$ cat config.mk
export PLATFORM = sky130hd
export DESIGN_NAME = mem_wb
export DESIGN_NICKNAME = d
export VERILOG_FILES = /design/src/rtl/mem_wb.sv
export SDC_FILE = /design/constraint.sdc
export NUM_CORES = 1
export LEC_CHECK = 0
export ABC_AREA = 1
export CAP_MARGIN = 5
export CORE_MARGIN = 1
export CORE_UTILIZATION = 35
export CTS_CLUSTER_SIZE = 30
export DETAILED_ROUTE_END_ITERATION = 12
export PLACE_DENSITY = 0.68
export SYNTH_ARGS = -nofsm -noshare
export SYNTH_HDL_FRONTEND = slang
export SYNTH_SLANG_ARGS = --single-unit
$ cat constraint.sdc
create_clock -name clk -period 1.5 [get_ports clk]
set_clock_uncertainty 0.1 [all_clocks]
set_input_delay 0.15 -clock clk [delete_from_list [all_inputs] [get_ports clk]]
set_output_delay 0.15 -clock clk [all_outputs]
set_load 0.05 [all_outputs]
$ cat src/rtl/mem_wb.sv
// -----------------------------------------------------------------------------
// mem_wb -- MEM/WB pipeline register plus the architectural HI, LO and LLbit
// state that is written from the write-back stage.
//
// The wb_* register carries the retiring instruction's GPR write, HI/LO write
// and LLbit write one cycle behind the MEM stage. HI/LO and LLbit are updated
// from the wb_* register contents, so a write becomes architecturally visible
// one edge after it reaches WB.
//
// Ports
//   clk              single clock, all state on rising edge
//   rst              asynchronous active-low reset (0 = reset)
//   stall[5:0]       pipeline stall vector; bit 4 = MEM stalled, bit 5 = WB stalled
//   flush            exception flush
//   mem_wd/wreg/wdata          MEM-stage GPR write address, enable, data
//   mem_whilo/hi/lo            MEM-stage HI/LO write enable and data
//   mem_llbit_we/llbit_value   MEM-stage LLbit write request
//   wb_wd/wreg/wdata           registered GPR write (drives regfile waddr/we/wdata)
//   wb_whilo/hi/lo             registered HI/LO write request
//   wb_llbit_we/llbit_value    registered LLbit write request
//   hi_o, lo_o                 architectural HI and LO (no bypass)
//   llbit_o                    architectural LLbit with write-through bypass
// -----------------------------------------------------------------------------
module mem_wb #(
    parameter int DATA_W = 32,
    parameter int ADDR_W = 5
) (
    input  logic              clk,
    input  logic              rst,
    input  logic [5:0]        stall,
    input  logic              flush,

    input  logic [ADDR_W-1:0] mem_wd,
    input  logic              mem_wreg,
    input  logic [DATA_W-1:0] mem_wdata,
    input  logic              mem_whilo,
    input  logic [DATA_W-1:0] mem_hi,
    input  logic [DATA_W-1:0] mem_lo,
    input  logic              mem_llbit_we,
    input  logic              mem_llbit_value,

    output logic [ADDR_W-1:0] wb_wd,
    output logic              wb_wreg,
    output logic [DATA_W-1:0] wb_wdata,
    output logic              wb_whilo,
    output logic [DATA_W-1:0] wb_hi,
    output logic [DATA_W-1:0] wb_lo,
    output logic              wb_llbit_we,
    output logic              wb_llbit_value,

    output logic [DATA_W-1:0] hi_o,
    output logic [DATA_W-1:0] lo_o,
    output logic              llbit_o
);

    // One retiring instruction's worth of write-back side effects.
    typedef struct packed {
        logic [ADDR_W-1:0] wd;
        logic              wreg;
        logic [DATA_W-1:0] wdata;
        logic              whilo;
        logic [DATA_W-1:0] hi;
        logic [DATA_W-1:0] lo;
        logic              llbit_we;
        logic              llbit_value;
    } wb_pkt_t;

    // What the pipeline register does at the next edge.
    typedef enum logic [1:0] {
        ACT_CAPTURE = 2'd0,
        ACT_BUBBLE  = 2'd1,
        ACT_HOLD    = 2'd2
    } wb_act_t;

    wb_pkt_t           mem_pkt;
    wb_pkt_t           wb_q;
    wb_pkt_t           wb_d;
    wb_act_t           act;

    logic [DATA_W-1:0] hi_q;
    logic [DATA_W-1:0] lo_q;
    logic              llbit_q;

    // Only the MEM and WB stall bits matter here; the upstream bits are
    // folded into a sink so the port keeps the full pipeline-wide vector.
    logic              unused_stall;
    assign unused_stall = ^stall[3:0];

    assign mem_pkt = '{
        wd:          mem_wd,
        wreg:        mem_wreg,
        wdata:       mem_wdata,
        whilo:       mem_whilo,
        hi:          mem_hi,
        lo:          mem_lo,
        llbit_we:    mem_llbit_we,
        llbit_value: mem_llbit_value
    };

    // ------------------------------------------------------------------
    // Pipeline-register action. Flush wins, then a MEM stall with WB free
    // inserts a bubble, a stall of both holds, and a free MEM captures.
    // MEM free with WB stalled cannot happen in a correct pipeline; it
    // simply falls through to capture.
    // ------------------------------------------------------------------
    always_comb begin
        // NOTE: every combinational output gets a default first so no path
        // through the block leaves it unassigned (which would infer a latch).
        act  = ACT_CAPTURE;
        wb_d = mem_pkt;

        if (flush) begin
            act = ACT_BUBBLE;
        end else if (stall[4] && !stall[5]) begin
            act = ACT_BUBBLE;
        end else if (stall[4] && stall[5]) begin
            act = ACT_HOLD;
        end

        case (act)
            ACT_BUBBLE: wb_d = '0;
            ACT_HOLD:   wb_d = wb_q;
            default:    wb_d = mem_pkt;
        endcase
    end

    always_ff @(posedge clk or negedge rst) begin
        // NOTE: sequential state uses non-blocking assignments so every
        // register samples pre-edge values regardless of block ordering.
        if (!rst) begin
            wb_q <= '0;
        end else begin
            wb_q <= wb_d;
        end
    end

    // ------------------------------------------------------------------
    // HI/LO commit from the WB-stage request. This is independent of flush:
    // the instruction sitting in WB has already retired, so its write lands
    // even while the pipeline register behind it is being bubbled.
    // ------------------------------------------------------------------
    always_ff @(posedge clk or negedge rst) begin
        if (!rst) begin
            hi_q <= '0;
            lo_q <= '0;
        end else if (wb_q.whilo) begin
            hi_q <= wb_q.hi;
            lo_q <= wb_q.lo;
        end
    end

    // ------------------------------------------------------------------
    // LLbit: an exception breaks any LL/SC pair, so flush clears it ahead
    // of a pending write.
    // ------------------------------------------------------------------
    always_ff @(posedge clk or negedge rst) begin
        if (!rst) begin
            llbit_q <= 1'b0;
        end else if (flush) begin
            llbit_q <= 1'b0;
        end else if (wb_q.llbit_we) begin
            llbit_q <= wb_q.llbit_value;
        end
    end

    // Write-through view of LLbit so an SC in MEM sees an LL/flush that is
    // committing this very cycle.
    always_comb begin
        llbit_o = llbit_q;
        if (flush) begin
            llbit_o = 1'b0;
        end else if (wb_q.llbit_we) begin
            llbit_o = wb_q.llbit_value;
        end
    end

    // ------------------------------------------------------------------
    // Outputs. Register 0 writes pass through untouched; the register file
    // is the one that discards them.
    // ------------------------------------------------------------------
    assign wb_wd          = wb_q.wd;
    assign wb_wreg        = wb_q.wreg;
    assign wb_wdata       = wb_q.wdata;
    assign wb_whilo       = wb_q.whilo;
    assign wb_hi          = wb_q.hi;
    assign wb_lo          = wb_q.lo;
    assign wb_llbit_we    = wb_q.llbit_we;
    assign wb_llbit_value = wb_q.llbit_value;

    assign hi_o           = hi_q;
    assign lo_o           = lo_q;

endmodule

==> After elaboration in Yosys (flattened, before gate mapping) <==
Cells that the tools add are included.
W data, S select, Z words.
{ "op_classes": {"eq_ne": 2, "n_mux": 6, "reduce_logical": 3} }
{ "ops": {"columns": ["cell", "count"], "rows": [
  ["$pmux W105 S2", 1],
  ["$mux W2", 3],
  ["$eq A2 B1 Y1 const B", 1],
  ["$eq A2 B2 Y1 const B", 1],
  ["$logic_and A1 B1 Y1", 2],
  ["$mux W1", 2],
  ["$logic_not A1 Y1", 1]
]} }
{ "totals": {"reg_bits": 170, "in_bits": 114, "output_inout_bits": 170, "word_cells": 22} }

==> Depth between registers and ports, before layout <==
Gate-level depths: netlist of run 1.
{ "logic_depth": {"ltp_word": 6, "ltp_mapped": 6, "ltp_nobuf": 3} }

==> Worst setup path after synthesis of run 1 <==
Ideal clock, no wire load.
{ "synth_path": {"path_type": "register -> register", "from": "register wb_q, in the netlist wb_llbit_we", "to": "register llbit_q", "setup_time_ns": 0.203, "arrival_ns": 1.455, "required_time_ns": 1.197, "path_slack_ns": -0.257, "path_stages_with_launch": 3, "n_path_buf": 0, "synth_period_minus_slack_ns": 1.757, "path_cell_list": "dfrtp_1 o21ai_0 nor2_1"} }
{ "synth_via": {"elab_chain_cells": 2} }
{ "synth_rtl": {"columns": ["element", "line_no", "rtl"], "rows": [
  ["start, declared", "76", "wb_pkt_t wb_q;"],
  ["start signal, assigned", "133", "wb_q <= wb_d;"],
  ["$mux W1 (2 in series)", null, null],
  ["via llbit_o", "53", "output logic llbit_o"],
  ["end signal, assigned", "162", "llbit_q <= wb_q.llbit_value;"],
  ["end, declared", "82", "logic llbit_q;"]
]} }
The timed path passes the listed nets, and every way through them passes these cells.
A chain may end at the register's enable or synchronous reset.

==> Final worst setup path of run 1 <==
{ "layout_path": {"from": "register wb_q, in the netlist wb_llbit_we", "to": "output llbit_o"} }
{ "layout_via": {"elab_chain_cells": 2} }
{ "layout_rtl": {"columns": ["element", "line_no", "rtl"], "rows": [
  ["$mux W1", "172", "end else if (wb_q.llbit_we) begin"],
  ["$mux W1", null, null],
  ["end, declared", "53", null]
]} }
Every way passes these cells.

==> results of run 1 <==
## sequential cells by signal (all words and copies together) (netlist names)
signal / cells
wb_wd: 5
wb_wreg: 1
wb_llbit_we: 1
wb_wdata: 32
wb_lo: 32
wb_hi: 32
wb_whilo: 1
hi_o: 32
lo_o: 32
wb_llbit_value: 1
llbit_q: 1
## path summary, 6_finish.rpt
check	start	to	slack, ns
max	wb_llbit_we	llbit_o	0.03
min	rst	wb_wdata[28]	0.11
max reg2reg	wb_whilo	hi_o[9]	0.09
min reg2reg	hi_o[12]	hi_o[12]	0.42
max in group asynchronous	rst	wb_hi[2]	0.62
min in group clk	stall[4]	wb_lo[29]	0.11
## cells in the mapped netlist
cell | number | share of area [%]
nand2_1 | 274 | 15
dfrtp_1 | 170 | 62
nand4_1 | 105 | 9.6
inv_1 | 65 | 3.6
o21ai_0 | 65 | 4.8
buf_2 | 28 | 2.1
clkbuf_1 | 19 | 1.0
buf_4 | 11 | 1.2
buf_1 | 2 | 0.11
nor2_1 | 2 | 0.11
inv_2 | 1 | 0.055
nor2_4 | 1 | 0.16
## per-stage QoR
| step | area (um2) | worst slack, ns | power [mW] | hold slack [ns] |
|---|---|---|---|---|
| finish | 11270 | 0.03304 | 12.45 | 0.1098 |
| global route | 11270 | -0.04260 | 12.94 | 0.1214 |
| CTS | 11260 | 0.001761 | 12.59 | 0.08897 |
| detailed placement | 10650 | -0.03554 | 8.315 | -0.03450 |
| global placement | 10650 | -0.004428 | 8.277 | -0.03924 |
| floorplan | 6840 | 0.01589 | 6.737 | -0.2456 |
## logic make-up after synthesis
| family | count (synthesis) | synth area share, % |
|---|---|---|
| and+or+nand+nor | 382 | 24.94 |
| DFF | 170 | 62.26 |
| AOI/OAI and AO/OA | 65 | 4.761 |
| buffers and inverters | 126 | 8.039 |
## power groups by stage
stage	Combinational [mW]	Clock, mW	Sequential, mW
2_1_floorplan	0.452	0	6.28
3_3_place_gp	3.03	0	5.25
3_5_place_dp	3.05	0	5.26
4_1_cts	3.07	4.34	5.18
5_1_grt	3.19	4.52	5.22
6_report	3.04	4.23	5.18
## layout by cell type (no fill, tap or decap), types with 3 or more instances in the layout
cell type	count
buf_12	102
clkbuf_16	17
o21ai_0	64
nand2_1	274
nand4_1	105
inv_1	64
clkdlybuf4s50_1	106
clkinvlp_4	5
buf_4	90
dfrtp_1	168
clkbuf_1	3
## timing repair
item / 4_1_cts / 5_1_grt
endpoints found under the hold margin: 178 / 0
setup buffers: 3 / 0
setup endpoints to repair: 2 / 2
cloned: 0 / 0
hold buffers: 2 / 0
gates resized for setup: 6 / 1
pin swaps: 2 / 0
## final cells by class
type | instances | area, um2
clock buffer | 21 | 450.4
clock inverter | 11 | 113.9
fill | 1617 | 7627
inverter | 66 | 249.0
multi-input combinational | 447 | 2043
sequential | 170 | 4259
tap | 260 | 325.3
timing repair buffer | 302 | 3825
## routing by layer
metal	up-vias	track usage (%)
li1	2943	-
met4	0	8.885
met3	35	5.400
met1	2894	26.65
met2	194	34.17
met5	-	0
==> impl_metrics.env, run 1 <==
export IMPL_status="finished clean"
export IMPL_drc=0
export IMPL_die_area_um2=20080
export IMPL_crit_path_max_fanout=3
export IMPL_area_growth_pct=64.88
export IMPL_postRouteAntennaNets=0
export IMPL_cp_depth=3
export IMPL_diodes=0
export IMPL_final_util_pct=59.63
export IMPL_seq_area_frac_synth_pct=62.26
export IMPL_vdd_drop_max_v=0.0008231
export IMPL_final_nets=1118
export IMPL_maxUsedRoutingLayer="met4"
export IMPL_hold_viol=0
export IMPL_dp_hpwl_um=14110
export IMPL_syn_area_um2=6833
export IMPL_drv_slew=0
export IMPL_max_slew_margin_rel_pct=66.77
export IMPL_crit_family="flip-flops"
export IMPL_drtPass1Iterations=5
export IMPL_grt_max_degree=67
export IMPL_crit_buf_inv=1
export IMPL_min_period_ns=1.467
export IMPL_cts_buffer_depth=2
export IMPL_p_sw_mw=4.004
export IMPL_antenna_found_initial=0
export IMPL_cts_buffers=17
export IMPL_cp_data_arrival_time_ns=1.22
export IMPL_dr_wl_met2_um=10590
export IMPL_vias=6066
export IMPL_min_period_over_period_pct=97.80
export IMPL_ys_ff_latch=170
export IMPL_io_pins=284
export IMPL_synth_cell_types=12
export IMPL_start_util_pct=36.17
export IMPL_cts_tree="done"
export IMPL_criticalPathCategory="flip-flop to output pin"
export IMPL_path_clk_slew_ns=0.06
export IMPL_p_clk_share_pct=33.9
export IMPL_grt_use_total_pct=21.04
export IMPL_finalSetupViolCount=0
export IMPL_tightest_slew_ns=0.4984
export IMPL_portBuffers=279
export IMPL_power_density_nw_per_um2=1105
export IMPL_drt_met1_wl_um=8707
export IMPL_wire_per_inst_um=16.44
export IMPL_crit_path_start_kind="flip-flop"
export IMPL_crit_chain="o21ai_2, nor2_4, buf_12"
export IMPL_comb_power_share_pct=24.4
export IMPL_setup_tns_final_ns=0
export IMPL_crit_path_end_kind="output pin"
export IMPL_synth_warnings=0
export IMPL_cellLeakagePower_nw=5.432
export IMPL_hold_path_class="input port to async pin"
export IMPL_grt_pass1_vias=5820
export IMPL_clock_root_buffer="clkbuf_16"
export IMPL_synth_fp_nets=857
export IMPL_rsz0062_at_grt="yes"
export IMPL_layout_drive_gt1_share_pct=22.71
export IMPL_critical_path_required_ns=1.25
export IMPL_switching_share_pct=32.15
export IMPL_h_tree_depth=4
export IMPL_syn_inst=743
export IMPL_max_stage_delay_ns=0.43
export IMPL_die_h_um=141.7
export IMPL_slowest_stage="dfrtp_2"
export IMPL_clock_sinks=170
export IMPL_placed_cells=1241
export IMPL_final_cells=1277
export IMPL_grt_pass1_wl_um=32510
export IMPL_grt_overflow=0
export IMPL_vias_per_cell=4.750
export IMPL_clock_latency_ns=0.42
export IMPL_drv_cap=0
export IMPL_share_seq_of_total_power_pct=41.6
export IMPL_die_x_um=141.7
export IMPL_avgSynthCellArea_um2=9.196
export IMPL_wl_met3_um=1116
export IMPL_drt_iter0_drc=422
export IMPL_wirelength_um=20990
export IMPL_p_int_mw=8.450
export IMPL_num_rows=50
export IMPL_core_um2=18890
export IMPL_r2r_cells=4
export IMPL_fmax_mhz=681.7
export IMPL_gp_congestion=0.7711
Note: power is estimated with default switching activity, not from simulation.
==> run 2: changes to the inputs <==
- CTS_CLUSTER_DIAMETER: unset -> 60
- RECOVER_POWER: unset -> 25
- SETUP_SLACK_MARGIN: unset -> 0.02
==> impl_metrics.env, run 2 (synthesis gave the netlist of run 1 again) <==
export IMPL_drt_iter0_drc=349
export IMPL_die_x_um=141.7
export IMPL_n_fill_cell=1611
export IMPL_cp_data_arrival_time_ns=1.22
export IMPL_status="finished clean"
export IMPL_grt_max_degree=65
export IMPL_met1_usage_pct=26.93
export IMPL_vdd_drop_max_v=0.0007495
export IMPL_dpl_cell_area_um2=10690
export IMPL_hold_path_class="input port to async pin"
export IMPL_hold_viol=0
export IMPL_preCtsSetupSlack_ns=-0.05387
export IMPL_die_h_um=141.7
export IMPL_design_area_um2=11330
export IMPL_start_util_pct=36.17
export IMPL_drv_cap=0
export IMPL_cts_buffer_depth=2
export IMPL_met2_usage_pct=33.76
export IMPL_drc=0
export IMPL_portBuffers=279
export IMPL_cellLeakagePower_nw=5.482
export IMPL_dp_hpwl_um=14170
export IMPL_tightest_slew_ns=0.6586
export IMPL_clock_root_buffer="clkbuf_16"
export IMPL_wirelength_um=20930
export IMPL_die_area_um2=20080
export IMPL_grt_use_total_pct=21.27
export IMPL_crit_path_start_kind="input port"
export IMPL_fmax_mhz=678.3
export IMPL_max_slew_margin_rel_pct=56.10
export IMPL_num_rows=50
export IMPL_final_common_cell="nand2_1"
export IMPL_vias=6175
export IMPL_diodes=0
export IMPL_h_tree_depth=4
export IMPL_crit_path_max_fanout=6
export IMPL_fin_ws_ns=0.02573
export IMPL_grt_pass1_wl_um=33020
export IMPL_power_density_nw_per_um2=1115
export IMPL_rsz0062_at_grt="yes"
export IMPL_clock_sinks=170
export IMPL_final_cell_mix="274 x nand2_1, 168 x dfrtp_1, 106 x clkdlybuf4s50_1"
export IMPL_clock_latency_ns=0.41
export IMPL_postRouteAntennaNets=0
export IMPL_final_util_pct=59.95
export IMPL_cts_tree="done"
export IMPL_core_um2=18890
export IMPL_crit_path_end_kind="output pin"
export IMPL_area_growth_pct=65.78
export IMPL_cts_buffers=17
export IMPL_layout_drive_gt1_share_pct=23.07
export IMPL_wire_per_inst_um=16.31
export IMPL_drtPass1Iterations=4
export IMPL_vias_per_cell=4.813
export IMPL_grt_overflow=0
export IMPL_busiest_layer="met2"
export IMPL_path_clk_slew_ns=0.06
export IMPL_criticalPathCategory="input port to output pin"
export IMPL_antenna_found_initial=0
export IMPL_final_nets=1125
export IMPL_finalSetupViolCount=0
export IMPL_critical_path_required_ns=1.25
export IMPL_min_period_over_period_pct=98.28
export IMPL_gp_congestion=0.7847
export IMPL_min_period_ns=1.474
export IMPL_grt_util_met3_pct=5.299
export IMPL_grt_pass1_vias=6069
export IMPL_drv_slew=0
export IMPL_io_pins=284
-- run 2: cell count changes in the layout (fill, tap and decap cells not counted), sizes merged --
cell,delta
clkinv,+2
bufbuf,+1
bufinv,+1
clkbuf,+5
buf,+1
clkinvlp,-3
inv,-1
-- run 2: repair_timing --
item / 4_1_cts / 5_1_grt
gates cloned: 1 / 0
endpoints found under the hold margin: 178 / 0
hold buffers: 2 / 0
resized for setup: 4 / 3
pin swaps: 0 / 1
setup endpoints to repair: 2 / 12
buffers inserted: 4 / 0
-- run 2: critical path: stages --
cell	delay, ns
clkdlybuf4s50_1	0.54
clkinv_2	0.19
o21ai_2	0.13
nor2_4	0.07
buf_12	0.14
-- run 2: path summary, 6_finish.rpt --
path | slack, ns | endpoint | from | depth (start not counted)
min | 0.12 | hi_o[18] | rst | 2
min reg2reg | 0.42 | hi_o[17] | hi_o[17] | 2
max | 0.03 | llbit_o | flush | 5
max in group asynchronous | 0.25 | hi_o[29] | rst | 3
max reg2reg | 0.12 | hi_o[10] | wb_whilo | 5
min in group clk | 0.14 | wb_wreg | stall[5] | 4
-- run 2: routing by layer --
metal / vias up / routed length, um
met1: 2949 / 8753
met2: 215 / 10140
met5: - / 0
li1: 2953 / -
met4: 0 / 870
met3: 58 / 1164
-- run 2: report_power, final --
| part | leakage, nW | internal, mW | switching, mW |
|---|---|---|---|
| logic | 2.92 | 1.19 | 1.86 |
| registers | 2.28 | 4.90 | 0.268 |
| clock network | 0.286 | 2.59 | 1.82 |
| total | 5.48 | 8.68 | 3.95 |
-- run 2: through the flow --
stage / TNS (ns) / total power [mW] / hold slack (ns) / cells
final: 0 / 12.63 / 0.1185 / 1283
after detailed placement: -0.8136 / 8.317 / -0.01826 / 1245
after CTS: 0 / 12.77 / 0.1059 / 1283
after global routing: -0.01056 / 13.11 / 0.1274 / 1283
after floorplan: 0 / 6.737 / -0.2456 / 743
after global placement: -0.1011 / 8.284 / -0.01746 / 1245
-- run 2: final cells by class --
class / instances / area (um2) / share of cell area (%)
well taps: 260 / 325.3 / 2.872
inverters: 66 / 249.0 / 2.198
clock inverters: 10 / 116.4 / 1.027
clock buffers: 21 / 470.5 / 4.153
repair buffers: 309 / 3864 / 34.11
multi-input cells: 447 / 2043 / 18.04
flip-flops and latches: 170 / 4259 / 37.60
==> run 3: changes to the inputs <==
- CAP_MARGIN: 5 -> 40
==> results of run 3 <==
The final DEF is identical to that of run 2; final timing and power are the same.
